<file path="config.mk">
export PLATFORM = sky130hd
export DESIGN_NAME = fwd_scoreboard
export DESIGN_NICKNAME = d
export VERILOG_FILES = /design/src/rtl/fwd_pkg.sv /design/src/rtl/fwd_match.sv /design/src/rtl/fwd_scoreboard.sv
export SDC_FILE = /design/constraint.sdc
export NUM_CORES = 1
export LEC_CHECK = 0
export ABC_CLOCK_PERIOD_IN_PS = 6000
export CAP_MARGIN = 20
export CORE_MARGIN = 10
export CORE_UTILIZATION = 50
export DETAILED_ROUTE_END_ITERATION = 8
export PLACE_DENSITY = 0.84
export SLEW_MARGIN = 20
export SYNTH_ARGS = -nofsm -noshare
export SYNTH_HDL_FRONTEND = slang
export SYNTH_SLANG_ARGS = --single-unit
</file>
<file path="constraint.sdc">
create_clock -name clk -period 6 [get_ports clk]
set_input_delay 1.2 -clock clk [delete_from_list [all_inputs] [get_ports clk]]
set_output_delay 1.2 -clock clk [all_outputs]
set_load 0.01 [all_outputs]
</file>
<file path="src/rtl/fwd_pkg.sv">
// Shared types for the forwarding scoreboard: in-flight entry layout, regfile select code, select width helper.
// No logic and no latency of its own.
package fwd_pkg;

  localparam int unsigned FWD_REGFILE    = 0;
  // Entries carry a fixed-width rd; narrower register indices are zero-extended.
  localparam int unsigned REG_ADDR_W_MAX = 8;

  typedef logic [REG_ADDR_W_MAX-1:0] reg_addr_t;

  typedef struct packed {
    logic      valid;
    reg_addr_t rd;
    logic      is_load;
  } entry_t;

  function automatic int unsigned sel_w(input int unsigned depth);
    return (depth > 1) ? $clog2(depth) : 1;
  endfunction

endpackage

</file>
<file path="src/rtl/fwd_match.sv">
// Youngest-match priority encoder for one source port against the forwardable in-flight entries.
// Purely combinational; no flow control.
module fwd_match
  import fwd_pkg::*;
#(
  parameter int unsigned NUM_ENT = 2,
  parameter int unsigned SEL_W   = 2
) (
  input  logic                      used,
  input  reg_addr_t                 rs,
  input  entry_t [NUM_ENT-1:0]      ent,
  output logic                      hit,
  output logic [SEL_W-1:0]          sel,
  output logic                      is_load
);

  // Scan oldest to youngest so the lowest index is the last, winning, assignment.
  always_comb begin
    hit     = 1'b0;
    sel     = SEL_W'(FWD_REGFILE);
    is_load = 1'b0;
    for (int j = int'(NUM_ENT) - 1; j >= 0; j--) begin
      if (used && (rs != '0) && ent[j].valid && (ent[j].rd == rs)) begin
        hit     = 1'b1;
        sel     = SEL_W'(j + 1);
        is_load = ent[j].is_load;
      end
    end
  end

endmodule

</file>
<file path="src/rtl/fwd_scoreboard.sv">
// Operand bypass select and load-use stall, decided in ID and registered into EX (1 cycle); ext_stall freezes all state.
// Optional FWD_STORE_DATA_EN: store data from a just-issued load is bypassed WB->MEM instead of stalling.
module fwd_scoreboard
  import fwd_pkg::*;
#(
  parameter int unsigned NUM_RD_PORTS = 2,
  parameter int unsigned REG_ADDR_W   = 6,
  parameter int unsigned DEPTH        = 3,
  parameter int unsigned LOAD_STAGE   = 2
) (
  input  logic                                   clk,
  input  logic                                   rstn,
  input  logic                                   ext_stall,
  input  logic                                   flush,
  input  logic                                   id_valid,
  input  logic [NUM_RD_PORTS*REG_ADDR_W-1:0]     id_rs,
  input  logic [NUM_RD_PORTS-1:0]                id_rs_used,
  input  logic [REG_ADDR_W-1:0]                  id_rd,
  input  logic                                   id_rd_we,
  input  logic                                   id_is_load,
  input  logic                                   id_is_store,
  output logic [NUM_RD_PORTS*sel_w(DEPTH)-1:0]   ex_fwd_sel,
  output logic                                   ld_use_stall,
  output logic                                   mem_fwd_store
);

  localparam int unsigned SEL_W   = sel_w(DEPTH);
  // The WB entry is never a forward source, so only EX..DEPTH-2 are stored.
  localparam int unsigned NUM_ENT = DEPTH - 1;

  entry_t [NUM_ENT-1:0]                    ent_q;
  entry_t                                  id_ent;
  logic   [NUM_RD_PORTS-1:0]               hit;
  logic   [NUM_RD_PORTS-1:0]               is_ld;
  logic   [NUM_RD_PORTS-1:0]               stall_p;
  logic   [NUM_RD_PORTS-1:0][SEL_W-1:0]    sel;
  logic   [NUM_RD_PORTS*SEL_W-1:0]         dec;
  logic                                    raw_stall;
  logic                                    bubble;

  assign id_ent = '{valid:   id_valid & id_rd_we & (id_rd != '0),
                    rd:      REG_ADDR_W_MAX'(id_rd),
                    is_load: id_is_load};

  for (genvar p = 0; p < NUM_RD_PORTS; p++) begin : g_port
    fwd_match #(.NUM_ENT(NUM_ENT), .SEL_W(SEL_W)) u_match (
      .used    (id_rs_used[p]),
      .rs      (REG_ADDR_W_MAX'(id_rs[p*REG_ADDR_W +: REG_ADDR_W])),
      .ent     (ent_q),
      .hit     (hit[p]),
      .sel     (sel[p]),
      .is_load (is_ld[p])
    );
    // Load data is not ready yet when the consumer reaches EX.
    assign stall_p[p] = hit[p] & is_ld[p] & (sel[p] < SEL_W'(LOAD_STAGE));
  end

`ifdef FWD_STORE_DATA_EN
  logic st_fwd;
  logic st_ex_q;
  logic st_mem_q;

  always_comb begin
    st_fwd    = id_is_store & stall_p[1] & (sel[1] == SEL_W'(LOAD_STAGE - 1))
              & ~|(stall_p & ~NUM_RD_PORTS'(2));
    raw_stall = |stall_p & ~st_fwd;
    dec       = sel;
    if (st_fwd) dec[SEL_W +: SEL_W] = '0;
  end

  // Flag rides with the store; a store has no valid entry of its own.
  always_ff @(posedge clk or negedge rstn) begin
    if (!rstn) begin
      st_ex_q  <= 1'b0;
      st_mem_q <= 1'b0;
    end else if (!ext_stall) begin
      st_ex_q  <= st_fwd & ~bubble;
      st_mem_q <= st_ex_q;
    end
  end

  assign mem_fwd_store = st_mem_q;
`else
  logic unused_store;

  assign unused_store  = id_is_store;
  assign mem_fwd_store = 1'b0;

  always_comb begin
    raw_stall = |stall_p;
    dec       = sel;
  end
`endif

  assign ld_use_stall = raw_stall & id_valid & ~flush;
  assign bubble       = ld_use_stall | flush | ~id_valid;

  always_ff @(posedge clk or negedge rstn) begin
    if (!rstn) begin
      ent_q      <= '0;
      ex_fwd_sel <= '0;
    end else if (!ext_stall) begin
      ent_q[0] <= bubble ? '0 : id_ent;
      for (int i = 1; i < int'(NUM_ENT); i++) ent_q[i] <= ent_q[i-1];
      ex_fwd_sel <= bubble ? '0 : dec;
    end
  end

endmodule
</file>
; After elaboration in Yosys (flattened, before gate mapping)
; Index checks and enable logic that the tools add are counted.
; W data, S select, Z words.
[totals]
regBits = 24
input_bits = 28
output_inout_bits = 6
word_cells = 53
[op_classes]
order_cmp = 2
n_eq_ne = 4
muxes = 14
n_bitwise = 12
n_reduce_logical = 14
[ops]
columns = cell, n
row1 = $eq A8 B6 Y1, 4
row2 = $reduce_bool A8 Y1, 2
row3 = $logic_and A1 B1 Y1, 10
row4 = $mux W10, 1
row5 = $and A1 B1 Y1, 8
row6 = $mux W1, 8
row7 = $mux W2, 4
row8 = $reduce_bool A6 Y1, 1
row9 = $lt A2 B2 Y1 const B, 2
row10 = $mux W4, 1
row11 = $not A1 Y1, 2
row12 = $or A1 B1 Y1, 2
row13 = $reduce_or A2 Y1, 1

; Logic depth before layout (Yosys ltp)
; Gate-level depths: netlist (run 1).
[logic_depth]
word_depth = 14
depth_mapped = 5
mapped_depth_nobuf = 5

; Cells and area by module
; Synthesis (run 1) repeated with hierarchy kept, for this count alone.
[unflattened]
hier_cells = 145
hier_area_um2 = 1362.6
[modules_own_cells]
columns = module, n_inst, cells_per_inst, area_each_um2, seq_area_each_um2
row1 = fwd_scoreboard, 1, 77, 857.1, 500.5
row2 = fwd_match, 2, 34, 252.7, 0.0

; Worst setup path after synthesis (run 1)
; OpenSTA, ideal clock, no wires.
[synth_timing]
path_kind = in2out
from = input port id_rs[11]
to = output port ld_use_stall
arrival_ps = 2527
required_ps = 4800
setup_slack_ps = 2273
stages = 5
n_path_buf = 0
path_cell_list = or4_1 o31a_1 nor4b_4 o21a_4 and3b_2
[synth_between]
elab_chain_len = 11
elab_cells_between_ends = 20
classes_between = order compare (1) / eq/ne (2) / mux (6) / bitwise (4) / reduce/logical (7)
[synth_rtl]
columns = element, line
row1 = start: declaration, fwd_scoreboard.sv:16  ; input logic [NUM_RD_PORTS*REG_ADDR_W-1:0] id_rs,
row2 = $reduce_bool A8 Y1, fwd_match.sv:23  ; if (used && (rs != '0) && ent[j].valid && (ent[j].rd == rs)) begin
row3 = $logic_and A1 B1 Y1 (3 in a row), fwd_match.sv:23
row4 = $mux W2 / $mux W1 (equally long branches) (2 in a row), fwd_match.sv:23
row5 = $lt A2 B2 Y1 / $and A1 B1 Y1 (equally long branches), fwd_scoreboard.sv:55  ; assign stall_p[p] = hit[p] & is_ld[p] & (sel[p] < SEL_W'(LOAD_STAGE));
row6 = $and A1 B1 Y1 *, fwd_scoreboard.sv:55
row7 = $reduce_or A2 Y1 *, fwd_scoreboard.sv:90  ; raw_stall = |stall_p;
row8 = $and A1 B1 Y1 * (2 in a row), fwd_scoreboard.sv:95  ; assign ld_use_stall = raw_stall & id_valid & ~flush;
row9 = end: declaration, fwd_scoreboard.sv:23  ; output logic ld_use_stall,
; Mark *: on every way between the ends. The rest lies on a longest branch, timed or not.

; Worst setup path after layout (run 1)
[layout_timing]
from = input port id_rs[10]
to = output port ld_use_stall
; Same word-level chain as after synthesis.

==> impl_results.md, run 1 <==
* Status: completed
* Pre-Repair DR Iteration Count at 3
* CTS Sinks at 19
* Cell taking the most area after synthesis: dfrtp_1
* Synth top area share at between 40% and 50%
* Drt drc at 0
* Routability cong. at between 0.9 and 1
* Synth Flop Type: dfrtp_1
* Vias in the first global route at approximately 950
* R2R cell count at 5
* # resized after CTS at 0
* R2r setup slk at between 4000 and 5000 ps
* Yosys warns at 0
* Syn Area/Cell at between 10 and 15 um^2
* Postcts setup bufs at 0
* Synthesized net count at 134
* Fraction of layout cells with a size suffix above 1 at 13.77%
* Top-count cell post-synth: xnor2_1
* Xor/xnor share of the synthesized area at between 15 and 20%
* Met3 GRT Util at 1.818%
* Mux cell area share after synthesis at 6.946%
* Slew Limit Fails at 0
* Worst R2R Start: ent_q[4]$_DFFE_PN0N_
* Max Freq at 211.5 MHz
* Max IR drop VDD at between 100 and 150 uV
* # setup viols final at 0
* Worst Setup End Kind: output port
* Slew margin rel. at between 40% and 50%
* Static leakage at about 0.00057 uW
* Period utilisation layout at between 70% and 80%
* Clock buffer depth at 2
* Post-route ant nets at 0
* Total Power at approximately 260 uW
* Final clock skew at around 1.4 ps
* Initial antenna violation count at 0
* Worst setup path endpoint: ld_use_stall
* Largest net degree at the start of global routing at 21
* Area growth syn-to-layout at 31.75%
* GRT Overall Usage at 12.94%
* Drt wl/cell at between 15 and 20 um
* Power Dens Cells at 175.4 nW/um^2
* Top cells by area, synth: dfrtp_1 42%, xnor2_1 18%, mux2_2 6.9%
* Synth Register Bits at 19
* Syn Std Cell Area at around 1100 um^2
* Async set or reset register ratio after synthesis at 100.0%
* Largest family of logic cells by synthesized area: XOR/XNOR gates
* DP Worst Slack at around 1300 ps
* Worst hold path type: reg -> reg
* Sequential fraction of the synthesis area at 41.90%
* Port Buffers at 31
* Setup WS post-layout at 1271 ps
* Reg2reg end: ent_q[9]$_DFFE_PN0N_
* Netlist cell types at 28
* Die Ht at ~68 um
* Dpl hpwl at about 2.2 mm
* CTS buffer count at 3
* First-pass GRT wire length at around 4.6 mm
* Worst setup startpoint: id_rs[10]
* Simple-Gate Fraction of Synth Area at 17.31%
* Sequential cell area at 475.5 um^2
* Routed vias/inst at between 5 and 6
* Ant diodes at 0
* Post-synth EDFFs at 0
* Gr busiest metal: met2
* CTS tree: built
* Synth Area in Compound Gates at 13.34%
* Wirelength, routed at ~2.7 mm
* Worst-path fanout max at 9
* Most frequent cells after synthesis: 23 x xnor2_1, 19 x dfrtp_1, 17 x nand2_1
* Worst-Margin Slew at 831.2 ps
* Hold Buf Count CTS at 0
* Post-synthesis share of cell area spent on full adders, half adders and majority gates at 0%
* Final net count at 167
* CP startpoint kind: input port
* Endpoints failing hold at 0
* Initial Util at about 52%
* Clock root buffer: clkbuf_4
* Die ar. at roughly 4600 um^2
* Rows at 17
* RSZ-0062 raised after global routing: false
* Tmin final at 4729 ps
* CP arrival at between 3000 and 4000 ps
* Post-Synthesis Cells at around 110
* GR met2 Demand/Resource at 22.77%
* H-tree depth at 1
* Clk slew on worst S/H paths at about 100 ps
* Via count at between 800 and 900
* Total congestion overflow at 0
* Met1 Resource Use GR at approximately 15%
* Crit path kind: in -> out
* Layout filler cell count at approximately 170
* CP Data Required Time at approximately 4800 ps
* Skew-Pair Late Insertion Delay at around 280 ps
* Die Width at a little under 70 um
* TNS Setup at 0 ps
* Maxcap violations at 0
* Cell Area, Placed at 1469 um^2
* # IOs at 34
* Core area at between 2000 and 2500 um^2
* Design area at 1495 um^2
* Area occupied by multi-input gates at about 640 um^2
* Initial DRC Count at 33
## sequential cells by signal, summed over array words and instances (netlist names)
name / flops
ent_q: 15
ex_fwd_sel: 4
## worst min-delay path by stage
stage	end	start	cells after the start
after floorplan	ent_q[9]$_DFFE_PN0N_	ent_q[9]$_DFFE_PN0N_	2
after global placement	ex_fwd_sel[3]$_DFFE_PN0N_	ex_fwd_sel[3]$_DFFE_PN0N_	1
after detailed placement	ex_fwd_sel[3]$_DFFE_PN0N_	ex_fwd_sel[3]$_DFFE_PN0N_	1
after CTS	ex_fwd_sel[3]$_DFFE_PN0N_	ex_fwd_sel[3]$_DFFE_PN0N_	1
after global routing	ex_fwd_sel[3]$_DFFE_PN0N_	ex_fwd_sel[3]$_DFFE_PN0N_	1
final	ex_fwd_sel[3]$_DFFE_PN0N_	ex_fwd_sel[3]$_DFFE_PN0N_	1
## metrics by stage
| stage | util, % | hold slack [ps] | instances |
|---|---|---|---|
| after detailed placement | 67.05 | 483.6 | 162 |
| after global placement | 67.05 | 467.4 | 162 |
| final | 68.25 | 494.9 | 166 |
| after floorplan | - | 488.3 | 106 |
| after CTS | 68.25 | 501.8 | 166 |
| after global routing | 68.25 | 533.7 | 166 |
## critical path, stage by stage
cell and delay [ps]:
clkdlybuf4s50_1 480, or4_1 520, o31a_1 270, nor4b_4 140, o21a_4 240, and3b_2 200
clkdlybuf4s50_1 480
## final cells by class
type                       instances  area share (%)
multi-input combinational         83           42.85
sequential                        19           31.80
timing repair buffer              32           21.26
tap                               28           2.343
clock buffer                       4           1.757
## report_power, final
group | switching, uW | internal, uW | leakage [uW]
combinational | 23.5 | 33.9 | 0.000294
clock | 36.0 | 25.8 | 0.0000150
sequential | 8.50 | 135 | 0.000258
## logic make-up after synthesis
logic type	Yosys count
other cells	1
mux	7
simple gates	33
xor+xnor	24
flops	19
compound gates	18
buf+inv	4
## cell usage in the layout (no fill, tap or decap), drive strengths merged, types with 2 or more instances in the layout
| cell type | count |
|---|---|
| o31ai | 2 |
| dfrtp | 19 |
| mux2 | 7 |
| clkbuf | 4 |
| or4 | 3 |
| nand4 | 6 |
| o21ai | 8 |
| xnor2 | 23 |
| a22o | 3 |
| nand2 | 17 |
| clkdlybuf4s50 | 31 |
## metal layers
metal | routed length, um | vias to the layer above
li1 | - | 446
met1 | 1155 | 430
met2 | 1451 | 14
met3 | 89 | 2
met4 | 33 | 0
met5 | 0 | -
Note: power is estimated with default switching activity, not from simulation.
==> run 2, diff against run 1 <==
--- a/config.mk
+++ b/config.mk
@@ -5,12 +5,12 @@
 export SDC_FILE = /design/constraint.sdc
 export NUM_CORES = 1
 export LEC_CHECK = 0
-export ABC_CLOCK_PERIOD_IN_PS = 6000
+export ABC_CLOCK_PERIOD_IN_PS = 4600
 export CAP_MARGIN = 20
 export CORE_MARGIN = 10
-export CORE_UTILIZATION = 50
+export CORE_UTILIZATION = 46
 export DETAILED_ROUTE_END_ITERATION = 8
-export PLACE_DENSITY = 0.84
+export PLACE_DENSITY = 0.78
 export SLEW_MARGIN = 20
 export SYNTH_ARGS = -nofsm -noshare
 export SYNTH_HDL_FRONTEND = slang
==> constraint.sdc (replaced) <==
create_clock -name clk -period 4.6 [get_ports clk]
set_input_delay 0.92 -clock clk [delete_from_list [all_inputs] [get_ports clk]]
set_output_delay 0.92 -clock clk [all_outputs]
set_load 0.01 [all_outputs]
==> run 2 against run 1 <==
Compared with the run above:
- via count grew 3.5%
- combinational power rose by 31%
- sequential power rose by 30%
- power increased by 33%
- non-clock buffer count stayed put
- core utilization is 2.5 points lower
- clock skew hardly changed
- register-to-register slack worse by 1400 ps
- worst hold slack gained 9.3 ps
- sequential share of layout area is essentially flat
- largest power group unchanged
==> impl_results.md, run 2 (same netlist as run 1, synthesis figures left out) <==
* Wirelength, routed at 2.754 mm (was 2.729 mm)
* Met3 GRT Util at 2.140% (was 1.818%)
* GRT Overall Usage at 11.40% (was 12.94%)
* Cell Area, Placed at 1469 um^2 (unchanged)
* Tmin final at approximately 4200 ps
* CTS buffer count at 3 (unchanged)
* Maxcap violations at 0 (unchanged)
* Worst Setup End Kind: output port (unchanged)
* Switching Share at 27.90% (was 25.94%)
* Max IR drop VDD at 157.3 uV (was 115.2 uV)
* DP Worst Slack at 397.8 ps (was 1273 ps)
* Layout filler cell count at 200 (was 169)
* Gr busiest metal: met2 (unchanged)
* Clock buffer depth at 2 (unchanged)
* TNS Setup at 0 ps (unchanged)
* Period utilisation layout at around nine tenths
* CP startpoint kind: input port (unchanged)
* Max Freq at between 200 and 250 MHz
* Design area at 1496 um^2 (was 1495 um^2)
* Most frequent cells in the layout: 31 x clkdlybuf4s50_1, 23 x xnor2_1, 19 x dfrtp_1 (unchanged)
* Power Dens Cells at 233.8 nW/um^2 (was 175.4 nW/um^2)
* Worst-Margin Slew at 868.1 ps (was 831.2 ps)
* H-tree depth at 1 (unchanged)
* CTS tree: built (unchanged)
* Skew-Pair Late Insertion Delay at 310 ps (was 280 ps)
* Top reg by flops: ent_q (unchanged)
* Postcts setup bufs at 0 (unchanged)
* Number of flip-flops in the largest register at 15 (unchanged)
* # resized after CTS at 0 (unchanged)
* Hold Buf Count CTS at 0 (unchanged)
* CP Data Required Time at 3680 ps (was 4800 ps)
* Ant diodes at 0 (unchanged)
* Switch Pwr at 97.60 uW (was 68.05 uW)
* WHS at 504.2 ps (was 494.9 ps)
* Die Width at 69.67 um (was 67.64 um)
* GR met2 Demand/Resource at 19.96% (was 22.77%)
* Core area at 2276 um^2 (was 2191 um^2)
* Drt drc at 0 (unchanged)
* Vias in the first global route at 977 (was 954)
* Final clock skew at 1.366 ps (was 1.367 ps)
* Largest net degree at the start of global routing at 21 (unchanged)
* Routability cong. at 0.8587 (was 0.9401)
* Crit path kind: in -> out (unchanged)
* First-pass GRT wire length at 4.643 mm (was 4.602 mm)
* Port Buffers at 31 (unchanged)
* Clock share of power at 25.3% (was 23.6%)
* Setup WS post-layout at 400.2 ps (was 1271 ps)
* Status: completed (unchanged)
* Routed vias/inst at 5.560 (was 5.373)
* Pre-Repair DR Iteration Count at 2 (was 3)
* Area growth syn-to-layout at 31.86% (was 31.75%)
* Dpl hpwl at 2.244 mm (was 2.243 mm)
* Via count at 923 (was 892)
* Initial antenna violation count at 0 (unchanged)
* Total congestion overflow at 0 (unchanged)
* Slew Limit Fails at 0 (unchanged)
* Initial DRC Count at 18 (was 33)
* Slew margin rel. at 41.94% (was 44.41%)
* Static leakage at 0.0005702 uW (was 0.0005675 uW)
* Drt wl/cell at 16.59 um (was 16.44 um)
* Pint at 252.3 uW (was 194.3 uW)
* Flop pwr share at 53.2% (was 54.5%)
* CP arrival at 3280 ps (was 3530 ps)
* Final net count at 167 (unchanged)
* # IOs at 34 (unchanged)
* Clk slew on worst S/H paths at 110 ps (was 100 ps)
* RSZ-0062 raised after global routing: false (unchanged)
* Largest regs: ent_q: 15 flops, ex_fwd_sel: 4 flops (unchanged)
* Rows at 17 (unchanged)
* Die ar. at 4854 um^2 (was 4575 um^2)
* Fraction of layout cells with a size suffix above 1 at 14.49% (was 13.77%)
* Die Ht at 69.67 um (was 67.64 um)
* Worst hold path type: reg -> reg (unchanged)
* Met1 Resource Use GR at 13.16% (was 15.29%)
* Clock root buffer: clkbuf_4 (unchanged)
* Worst-path fanout max at 9 (unchanged)
* Post-route ant nets at 0 (unchanged)
* Commonest non-fill, non-tap cell in the layout: clkdlybuf4s50_1 (unchanged)
* Initial Util at 49.86% (was 51.80%)
* Comb pwr share at 21.5% (was 21.9%)
* Endpoints failing hold at 0 (unchanged)
* # setup viols final at 0 (unchanged)
* CTS Sinks at 19 (unchanged)
==> run 2: per-stage QoR <==
step | std cells | power [uW] | util [%]
after detailed placement | 162 | 265.0 | 64.54
after floorplan | 106 | 225.8 | -
after global routing | 166 | 365.8 | 65.75
after global placement | 162 | 262.2 | 64.54
final | 166 | 349.9 | 65.75
after CTS | 166 | 351.1 | 65.75
==> run 2: worst max-delay path, stage by stage <==
cell	delay, ps
clkdlybuf4s50_1	470
or4_1	540
o31a_1	280
nor4b_4	150
o21a_4	240
and3b_2	190
clkdlybuf4s50_1	480
==> run 2: power groups by stage <==
stage               registers, uW  clock network (uW)  logic, uW
CTS                           186                89.2       75.7
global route                  188                96.0       81.9
finish                        186                88.4       75.3
global placement              189                   0       73.0
floorplan                     187                   0       39.0
detailed placement            190                   0       75.4
==> run 2: final timing paths <==
path,to,slack (ps),depth (start not counted),from
setup / recovery,ld_use_stall,400,7,id_rs[11]
hold / removal,ex_fwd_sel[3]$_DFFE_PN0N_,500,1,ex_fwd_sel[3]$_DFFE_PN0N_
setup reg to reg,ent_q[3]$_DFFE_PN0N_,3030,5,ent_q[4]$_DFFE_PN0N_
hold reg to reg,ex_fwd_sel[3]$_DFFE_PN0N_,500,1,ex_fwd_sel[3]$_DFFE_PN0N_
max in group asynchronous,ent_q[3]$_DFFE_PN0N_,2980,1,rstn
min in group asynchronous,ent_q[2]$_DFFE_PN0N_,1090,1,rstn
==> run 2: final cells by class <==
class / instances / area [um^2] / share of cell area, %
clock buffers: 3 / 22.52 / 1.505
clock inverters: 1 / 5.005 / 0.3344
flip-flops and latches: 19 / 475.5 / 31.77
multi-input cells: 83 / 640.6 / 42.81
repair buffers: 32 / 317.8 / 21.24
well taps: 28 / 35.03 / 2.341
==> run 2: routing by layer <==
layer,vias up,share of wire (%)
met5,-,0
met4,0,1.5
met3,5,3.2
met2,20,50
met1,452,45
li1,446,-
